===== src/rtl/calc_op_sequencer.sv =====
// calc_op_sequencer
// Control FSM that sits between the debounced operator buttons and the
// calculator ALU / 4-entry result memory.
//   - A rising edge on a button becomes a single request. Requests are only
//     accepted in IDLE. When several edges arrive together the priority is
//     add > sub > mul > div.
//   - Operands are captured from sw, one ALU operation is started, and the
//     FSM waits for alu_done. The result is then written to the memory slot
//     selected by the opcode, and it is copied to disp_value.
//   - A divide by zero skips the ALU. An ALU that never answers is timed out.
//     In both cases 16'hFFFF is written and a sticky error flag is set.
// Ports
//   clk, reset                       clock and synchronous active-high reset
//   btn_add/sub/mul/div              debounced button levels
//   sw[15:8]=A, sw[7:0]=B            operands
//   alu_result, alu_done             ALU response (done is looked at only in WAIT)
//   alu_start                        one-cycle start pulse
//   opcode, op_a, op_b               latched operation (mul=0 div=1 sub=2 add=3)
//   mem_we, mem_oe, mem_addr, mem_wdata   result memory port
//   disp_value                       last committed result
//   busy, err_div0, err_timeout      status
module calc_op_sequencer #(
    parameter int TIMEOUT_CYCLES = 300,
    parameter int DATA_W         = 16
) (
    input  logic              clk,
    input  logic              reset,
    input  logic              btn_add,
    input  logic              btn_sub,
    input  logic              btn_mul,
    input  logic              btn_div,
    input  logic [15:0]       sw,
    input  logic [DATA_W-1:0] alu_result,
    input  logic              alu_done,
    output logic              alu_start,
    output logic [1:0]        opcode,
    output logic [7:0]        op_a,
    output logic [7:0]        op_b,
    output logic              mem_we,
    output logic              mem_oe,
    output logic [1:0]        mem_addr,
    output logic [DATA_W-1:0] mem_wdata,
    output logic [DATA_W-1:0] disp_value,
    output logic              busy,
    output logic              err_div0,
    output logic              err_timeout
);

    localparam int CNT_W = $clog2(TIMEOUT_CYCLES + 1);

    localparam logic [1:0] OP_MUL = 2'd0;
    localparam logic [1:0] OP_DIV = 2'd1;
    localparam logic [1:0] OP_SUB = 2'd2;
    localparam logic [1:0] OP_ADD = 2'd3;

    typedef enum logic [1:0] {
        ST_IDLE  = 2'd0,
        ST_ISSUE = 2'd1,
        ST_WAIT  = 2'd2,
        ST_WRITE = 2'd3
    } state_t;

    state_t            state_q, state_d;
    logic [3:0]        btn_prev_q, btn_prev_d;
    logic [1:0]        opcode_q, opcode_d;
    logic [7:0]        op_a_q, op_a_d;
    logic [7:0]        op_b_q, op_b_d;
    logic [DATA_W-1:0] result_q, result_d;
    logic [DATA_W-1:0] disp_q, disp_d;
    logic              err_div0_q, err_div0_d;
    logic              err_timeout_q, err_timeout_d;
    logic [CNT_W-1:0]  cnt_q, cnt_d;

    // Button vector ordered {add, sub, mul, div}.
    logic [3:0] btn_now;
    logic [3:0] req;

    assign btn_now = {btn_add, btn_sub, btn_mul, btn_div};

    for (genvar gi = 0; gi < 4; gi++) begin : g_req
        assign req[gi] = btn_now[gi] & ~btn_prev_q[gi];
    end

    always_comb begin
        state_d       = state_q;
        btn_prev_d    = btn_now;
        opcode_d      = opcode_q;
        op_a_d        = op_a_q;
        op_b_d        = op_b_q;
        result_d      = result_q;
        disp_d        = disp_q;
        err_div0_d    = err_div0_q;
        err_timeout_d = err_timeout_q;
        cnt_d         = cnt_q;

        case (state_q)
            ST_IDLE: begin
                if (|req) begin
                    // Fixed priority; lower-priority edges in the same cycle are lost.
                    if (req[3])      opcode_d = OP_ADD;
                    else if (req[2]) opcode_d = OP_SUB;
                    else if (req[1]) opcode_d = OP_MUL;
                    else             opcode_d = OP_DIV;
                    op_a_d        = sw[15:8];
                    op_b_d        = sw[7:0];
                    err_div0_d    = 1'b0;
                    err_timeout_d = 1'b0;
                    if (!req[3] && !req[2] && !req[1] && sw[7:0] == 8'd0) begin
                        // Division by zero never reaches the ALU.
                        err_div0_d = 1'b1;
                        result_d   = '1;
                        state_d    = ST_WRITE;
                    end else begin
                        state_d = ST_ISSUE;
                    end
                end
            end
            ST_ISSUE: begin
                cnt_d   = '0;
                state_d = ST_WAIT;
            end
            ST_WAIT: begin
                // alu_done takes precedence over an expiring timeout.
                if (alu_done) begin
                    result_d = alu_result;
                    state_d  = ST_WRITE;
                end else if (cnt_q == CNT_W'(TIMEOUT_CYCLES - 1)) begin
                    err_timeout_d = 1'b1;
                    result_d      = '1;
                    state_d       = ST_WRITE;
                end else begin
                    cnt_d = cnt_q + 1'b1;
                end
            end
            ST_WRITE: begin
                disp_d  = result_q;
                state_d = ST_IDLE;
            end
            default: state_d = ST_IDLE;
        endcase
    end

    always_ff @(posedge clk) begin
        if (reset) begin
            state_q       <= ST_IDLE;
            // A button held through reset must not look like a fresh press.
            btn_prev_q    <= btn_now;
            opcode_q      <= '0;
            op_a_q        <= '0;
            op_b_q        <= '0;
            result_q      <= '0;
            disp_q        <= '0;
            err_div0_q    <= 1'b0;
            err_timeout_q <= 1'b0;
            cnt_q         <= '0;
        end else begin
            state_q       <= state_d;
            btn_prev_q    <= btn_prev_d;
            opcode_q      <= opcode_d;
            op_a_q        <= op_a_d;
            op_b_q        <= op_b_d;
            result_q      <= result_d;
            disp_q        <= disp_d;
            err_div0_q    <= err_div0_d;
            err_timeout_q <= err_timeout_d;
            cnt_q         <= cnt_d;
        end
    end

    assign alu_start   = (state_q == ST_ISSUE);
    assign mem_we      = (state_q == ST_WRITE);
    // In IDLE the memory reads back the slot of the last operation.
    assign mem_oe      = (state_q == ST_IDLE);
    assign mem_addr    = opcode_q;
    assign mem_wdata   = (state_q == ST_WRITE) ? result_q : '0;
    assign busy        = (state_q != ST_IDLE);
    assign opcode      = opcode_q;
    assign op_a        = op_a_q;
    assign op_b        = op_b_q;
    assign disp_value  = disp_q;
    assign err_div0    = err_div0_q;
    assign err_timeout = err_timeout_q;

endmodule

===== config.mk =====
export PLATFORM = sky130hd
export DESIGN_NAME = calc_op_sequencer
export DESIGN_NICKNAME = d
export VERILOG_FILES = /design/src/rtl/calc_op_sequencer.sv
export SDC_FILE = /design/constraint.sdc
export NUM_CORES = 1
export LEC_CHECK = 0
export CAP_MARGIN = 20
export CORE_ASPECT_RATIO = 2
export CORE_MARGIN = 1
export CORE_UTILIZATION = 42
export CTS_BUF_LIST = sky130_fd_sc_hd__clkbuf_8
export DETAILED_ROUTE_END_ITERATION = 7
export PLACE_DENSITY_LB_ADDON = 0.2
export REMOVE_ABC_BUFFERS = 1
export SLEW_MARGIN = 20
export SYNTH_ARGS = -nofsm -noshare
export SYNTH_HDL_FRONTEND = slang
export SYNTH_SLANG_ARGS = --single-unit

===== constraint.sdc =====
create_clock -name clk -period 2.1 [get_ports clk]
set_clock_uncertainty 0.1 [all_clocks]
set_input_delay 0.21 -clock clk [delete_from_list [all_inputs] [get_ports clk]]
set_output_delay 0.21 -clock clk [all_outputs]
set_load 0.01 [all_outputs]

# Word level (Yosys, flattened, before mapping)
# Index checks and enable logic that the tools add are counted.
[totals]
regBits = 67
input_bits = 39
output_inout_bits = 58
[op_classes]
addsub = 1
mux = 22
n_bitwise = 8
eq_ne = 10
reduce_logical = 17
[op_table]
columns = ["cell", "count"]
rows = [
  ["two-way mux 16 bit", 5],
  ["one-hot mux 16 bit (2 select lines)", 1],
  ["two-way mux 9 bit", 2],
  ["one-hot mux 9 bit (2 select lines)", 1],
  ["two-way mux 2 bit", 6],
  ["adder 9 x 1 -> 9 bit (second input constant)", 1],
  ["equality test 9 bit (second input constant)", 1],
  ["zero test 8 bit", 1],
  ["one-hot mux 2 bit (4 select lines)", 1],
  ["AND reduction 4 bit", 2],
  ["!= test 2 bit (second input constant)", 3],
  ["nonzero test 2 bit", 3],
  ["two-way mux 1 bit", 5],
  ["AND 1 bit", 4],
  ["equality test 2 bit (second input constant)", 2],
  ["!= test 2 x 1 -> 1 bit (second input constant)", 2],
  ["inverter 1 bit", 4],
  ["AND reduction 2 bit", 2],
  ["OR reduction 4 bit", 1],
  ["logical AND 1 bit", 3],
  ["zero test 1 bit", 3],
  ["!= test 3 bit (second input constant)", 1],
  ["AND reduction 3 bit", 1],
  ["equality test 2 x 1 -> 1 bit (second input constant)", 1],
  ["other kinds (2)", 2],
]

# Depth between registers and ports, before layout
[logic_depth]
ltp_word = 9
depth_mapped = 9

# Least setup slack after synthesis
# No wires, ideal clock.
[synth_path]
path_kind = "reg-to-reg"
start = "reg state_q[0]"
end = "reg result_q[6]"
path_buffers = 2
setup_time_ns = 0.137
slack_ns = -0.006
synth_period_minus_slack_ns = 2.106
arrival_time_ns = 1.869
path_stages_with_launch = 9
path_cell_list = "dfxtp_1 > inv_1 > ha_1 > inv_1 > o41ai_4 > and2_1 > buf_6 > buf_6 > a211oi_1"
[synth_between]
elab_chain_len = 3
[synth_lines]
columns = ["item", "line", "text"]
rows = [
  ["from (decl)", "63", "state_t state_q, state_d;"],
  ["from (signal assigned)", "157", "state_q <= state_d;"],
  ["zero test 2 bit (*)", "--", ""],
  ["named net mem_oe", "40", "output logic mem_oe,"],
  ["!= test 2 x 1 -> 1 bit (no source line) / nonzero test 2 bit (equally long branches)", "--", ""],
  ["AND reduction 4 bit (no source line)", "--", ""],
  ["to (signal assigned)", "162", "result_q <= result_d;"],
  ["to (decl)", "68", "logic [DATA_W-1:0] result_q, result_d;"],
]
# The timed path passes the listed nets; every way through them passes the cells marked *.
# A chain may end at the register's enable or synchronous reset.

# Worst setup path in the final report
[layout_path]
start = "reg state_q[0]"
end = "out mem_wdata[7]"
[layout_between]
elab_chain_len = 2
[layout_lines]
columns = ["item", "line", "text"]
rows = [
  ["equality test 2 bit", "175", "assign mem_wdata = (state_q == ST_WRITE) ? result_q : '0;"],
  ["two-way mux 16 bit", "175", ""],
  ["to (decl)", "42", "output logic [DATA_W-1:0] mem_wdata,"],
]
# No other way between the ends.

==> results.toml <==
[status]
outcome = "completed"

[die]
dieArea_mm2 = 0.006999
initial_core_util = 0.4390
die_x_um = 59.66
core-area_mm2 = 0.006361
boundaryPins = 97
die-height_um = 117.3
std_cell_rows = 41

[synthesis]
number_of_enable_type_register_cells_in_the_synthesized_netlist = 0
main_combinational_cell_family_by_area_after_synthesis = "simple AND/OR/NAND/NOR gates"
register_bit_count_reported_by_yosys = 67
syn-instance-count = 328
synth_mux_area_frac = 0.01927
dominant_synthesized_flop_cell = "dfxtp_1"
number_of_warning_messages_in_the_yosys_log = 0
synth_seq_area_share = 0.4803
syn_area_mm2 = 0.002793
number_of_distinct_library_cell_variants_in_the_gate_level_netlist_after_synthesis = 33
ys_async_sr_fraction = 0
synth-xor-area-share = 0.006272
synth-compound-area-share = 0.1931
post_synth_and_or_nand_nor_area_fraction = 0.2231
synth-adder-area-share = 0.02688
synth.avg_cell_area_um2 = 8.514

[power]
power_per_cell_area_mw_per_mm2 = 998.3
p_leak_nw = 1.749
fin_total_pwr_mw = 4.121
power_report.internal_total_mw = 2.806
pwr-share-clk = 0.263
power.share.sequential = 0.377
vdd_drop_max_mv = 0.7560
combPwrFrac = 0.360
p_sw_mw = 1.315
power.share.switching = 0.3190

[detailed_routing]
detailedRoute.firstPassIterationCount = 4
dr_total_vias = 2584
vias_per_cell = 4.979
drt-total-wl_mm = 6.905
sum_of_met3_wire_segment_lengths_after_detailed_routing_um = 303
final_routed_wire_length_divided_by_cell_count_um = 13.30
dr.max_layer_used = "met4"
wl_met1_mm = 2.613
route.detailed.drc = 0
antenna_violating_nets_post_route = 0
met2RoutedLength_mm = 3.873
drt-initial-drc-count = 91

[layout]
final_cell_mix = "81 x clkdlybuf4s50_1, 64 x dfxtp_1, 55 x a21oi_1"
final_design_area_excluding_fillers_mm2 = 0.004128
post_route_cells_drive_above_1_share = 0.09700
layout-area-overhead-vs-synth_pct = 47.80
number_of_diodes = 0
layout_commonest_cell = "clkdlybuf4s50_1"
finalNonFillerCells = 519
nets = 473

[clocking]
cts-root-buf = "clkbuf_8"
clock_path_buffers = 2
insertion_delay_ns = 0.34
tritoncts_clock_tree = "yes"
number_of_levels_in_the_clock_h_tree = 3
tritoncts.num_buffers = 9
tritoncts_num_sinks = 67
clk_pin_slew_ns = 0.07

[setup_path]
cell_by_cell_trace_of_the_critical_path = "ha_1, buf_6, and2_1, clkdlybuf4s50_1"
critPathBufInv = 2
timing.setup.critical_path_class = "flop to output port"
worstPathArrival_ns = 1.72
largest_driver_fanout_on_the_critical_path = 17
crit_path_end_kind = "output port"
cpLargestDelayFamily = "buffers and inverters"
startpoint_type = "flop"
crit_required_ns = 1.79
cp_slowest_cell = "clkdlybuf4s50_1"
crit_path_max_incr_delay_ns = 0.54

[timing]
slew_headroom = 0.6316
final.setup.worst_slack_ns = 0.07004
finalSetupViolCount = 0
hold_viol_final = 0
drv_slew = 0
setup-tns-final_ns = 0
timing.fmax_mhz = 492.6
fin_crit_ns = 2.030
tightestPinTransition_ns = 0.5513
rsz_0062_raised_after_global_routing = "no"
final.period_utilization = 0.9666

[worst_hold_path]
timing.hold.worst.class = "input port to flop"

[global_routing]
via_count_of_the_first_global_routing_pass = 2438
grt_overflow = 0
globalRouteTotalUtil = 0.2070
grt_max_degree = 64
grt_pass1_wl_mm = 10.95
number_of_antenna_violations_at_the_first_check_in_global_routing = 0

[place]
dp.final_hpwl_mm = 4.995
place_area_mm2 = 0.003871
placed_cells = 501
globalplace.congestion = 0.7727
place_ws_ns = -0.07371
io_buffers = 96

[job]
max_cap_violation_count = 0
## cell families after synthesis
group           count (synthesis)
simple gates                  137
compound gates                 83
flops                          67
buf+inv                        28
fa+ha+maj                       6
mux                             5
xor+xnor                        2
## worst reg2reg max path, cell delays in order, from the launching register on
cell and delay, ns:
dfxtp_1 0.39, ha_1 0.23, nand3_1 0.15, o31a_1 0.34
a21oi_2 0.17, buf_6 0.20, a21oi_1 0.09, a211oi_1 0.22
## final cells by class
cell class | count | area (µm²)
clock buffers | 12 | 165.2
clock inverters | 4 | 41.29
fillers | 596 | 2233
inverters | 6 | 22.52
multi-input cells | 233 | 1309
flip-flops and latches | 67 | 1345
well taps | 86 | 107.6
repair buffers | 111 | 1137
## stage by stage
stage	utilization	hold slack, ns
detailed placement	0.6086	0.3459
CTS	0.6414	0.2192
global placement	0.6086	0.3411
floorplan	-	0.1377
finish	0.6489	0.2328
global route	0.6489	0.2350
## flip-flops by register name (all words and copies together), names as in the netlist
signal and count:
disp_value 16, result_q 16, cnt_q 9, op_a 8
op_b 8, btn_prev_q 4, mem_addr 2, state_q 2
err_div0 1, err_timeout 1
## Yosys cell counts (4+ instances only)
cell type  instances  area share
nor2_1            49       0.066
clkbuf_1          12       0.016
inv_1              6      0.0081
a211oi_2           4       0.018
nor2b_1            5       0.011
and2_1            17       0.038
a21oi_1           55       0.099
a211oi_1          14       0.038
o21ai_0            4      0.0072
buf_4              5       0.013
nand2b_1           5       0.011
dfxtp_1           67        0.48
ha_1               6       0.027
nand2_1           46       0.062
## worst paths after layout
| check | startpoint | endpoint | slack [ns] | depth (start not counted) |
|---|---|---|---|---|
| worst max-delay path | state_q[0] | mem_wdata[7] | 0.07 | 4 |
| worst min-delay path | reset | mem_addr[0] | 0.23 | 3 |
| worst max register to register | cnt_q[1] | result_q[5] | 0.12 | 7 |
| worst min register to register | op_a[3] | op_a[3] | 0.35 | 2 |
## routing by layer
metal  track usage  vias up
li1              -     1305
met1        0.2020     1200
met2        0.3757       70
met3       0.06064        9
met4       0.09302        0
met5             0        -
## power groups by stage
stage | Clock, mW | Combinational, mW | Sequential [mW]
4_1_cts | 1.11 | 1.49 | 1.55
6_report | 1.08 | 1.48 | 1.55
5_1_grt | 1.16 | 1.64 | 1.57
3_5_place_dp | 0 | 1.48 | 1.57
3_3_place_gp | 0 | 1.45 | 1.57
2_1_floorplan | 0 | 0.687 | 1.61
## repair_timing
action                                  in CTS  in global routing
endpoints found under the setup margin      16                 27
hold buffers                                 0                  0
gates resized for setup                      6                 13
buffers inserted                             0                  2
(Power assumes the default switching activity.)
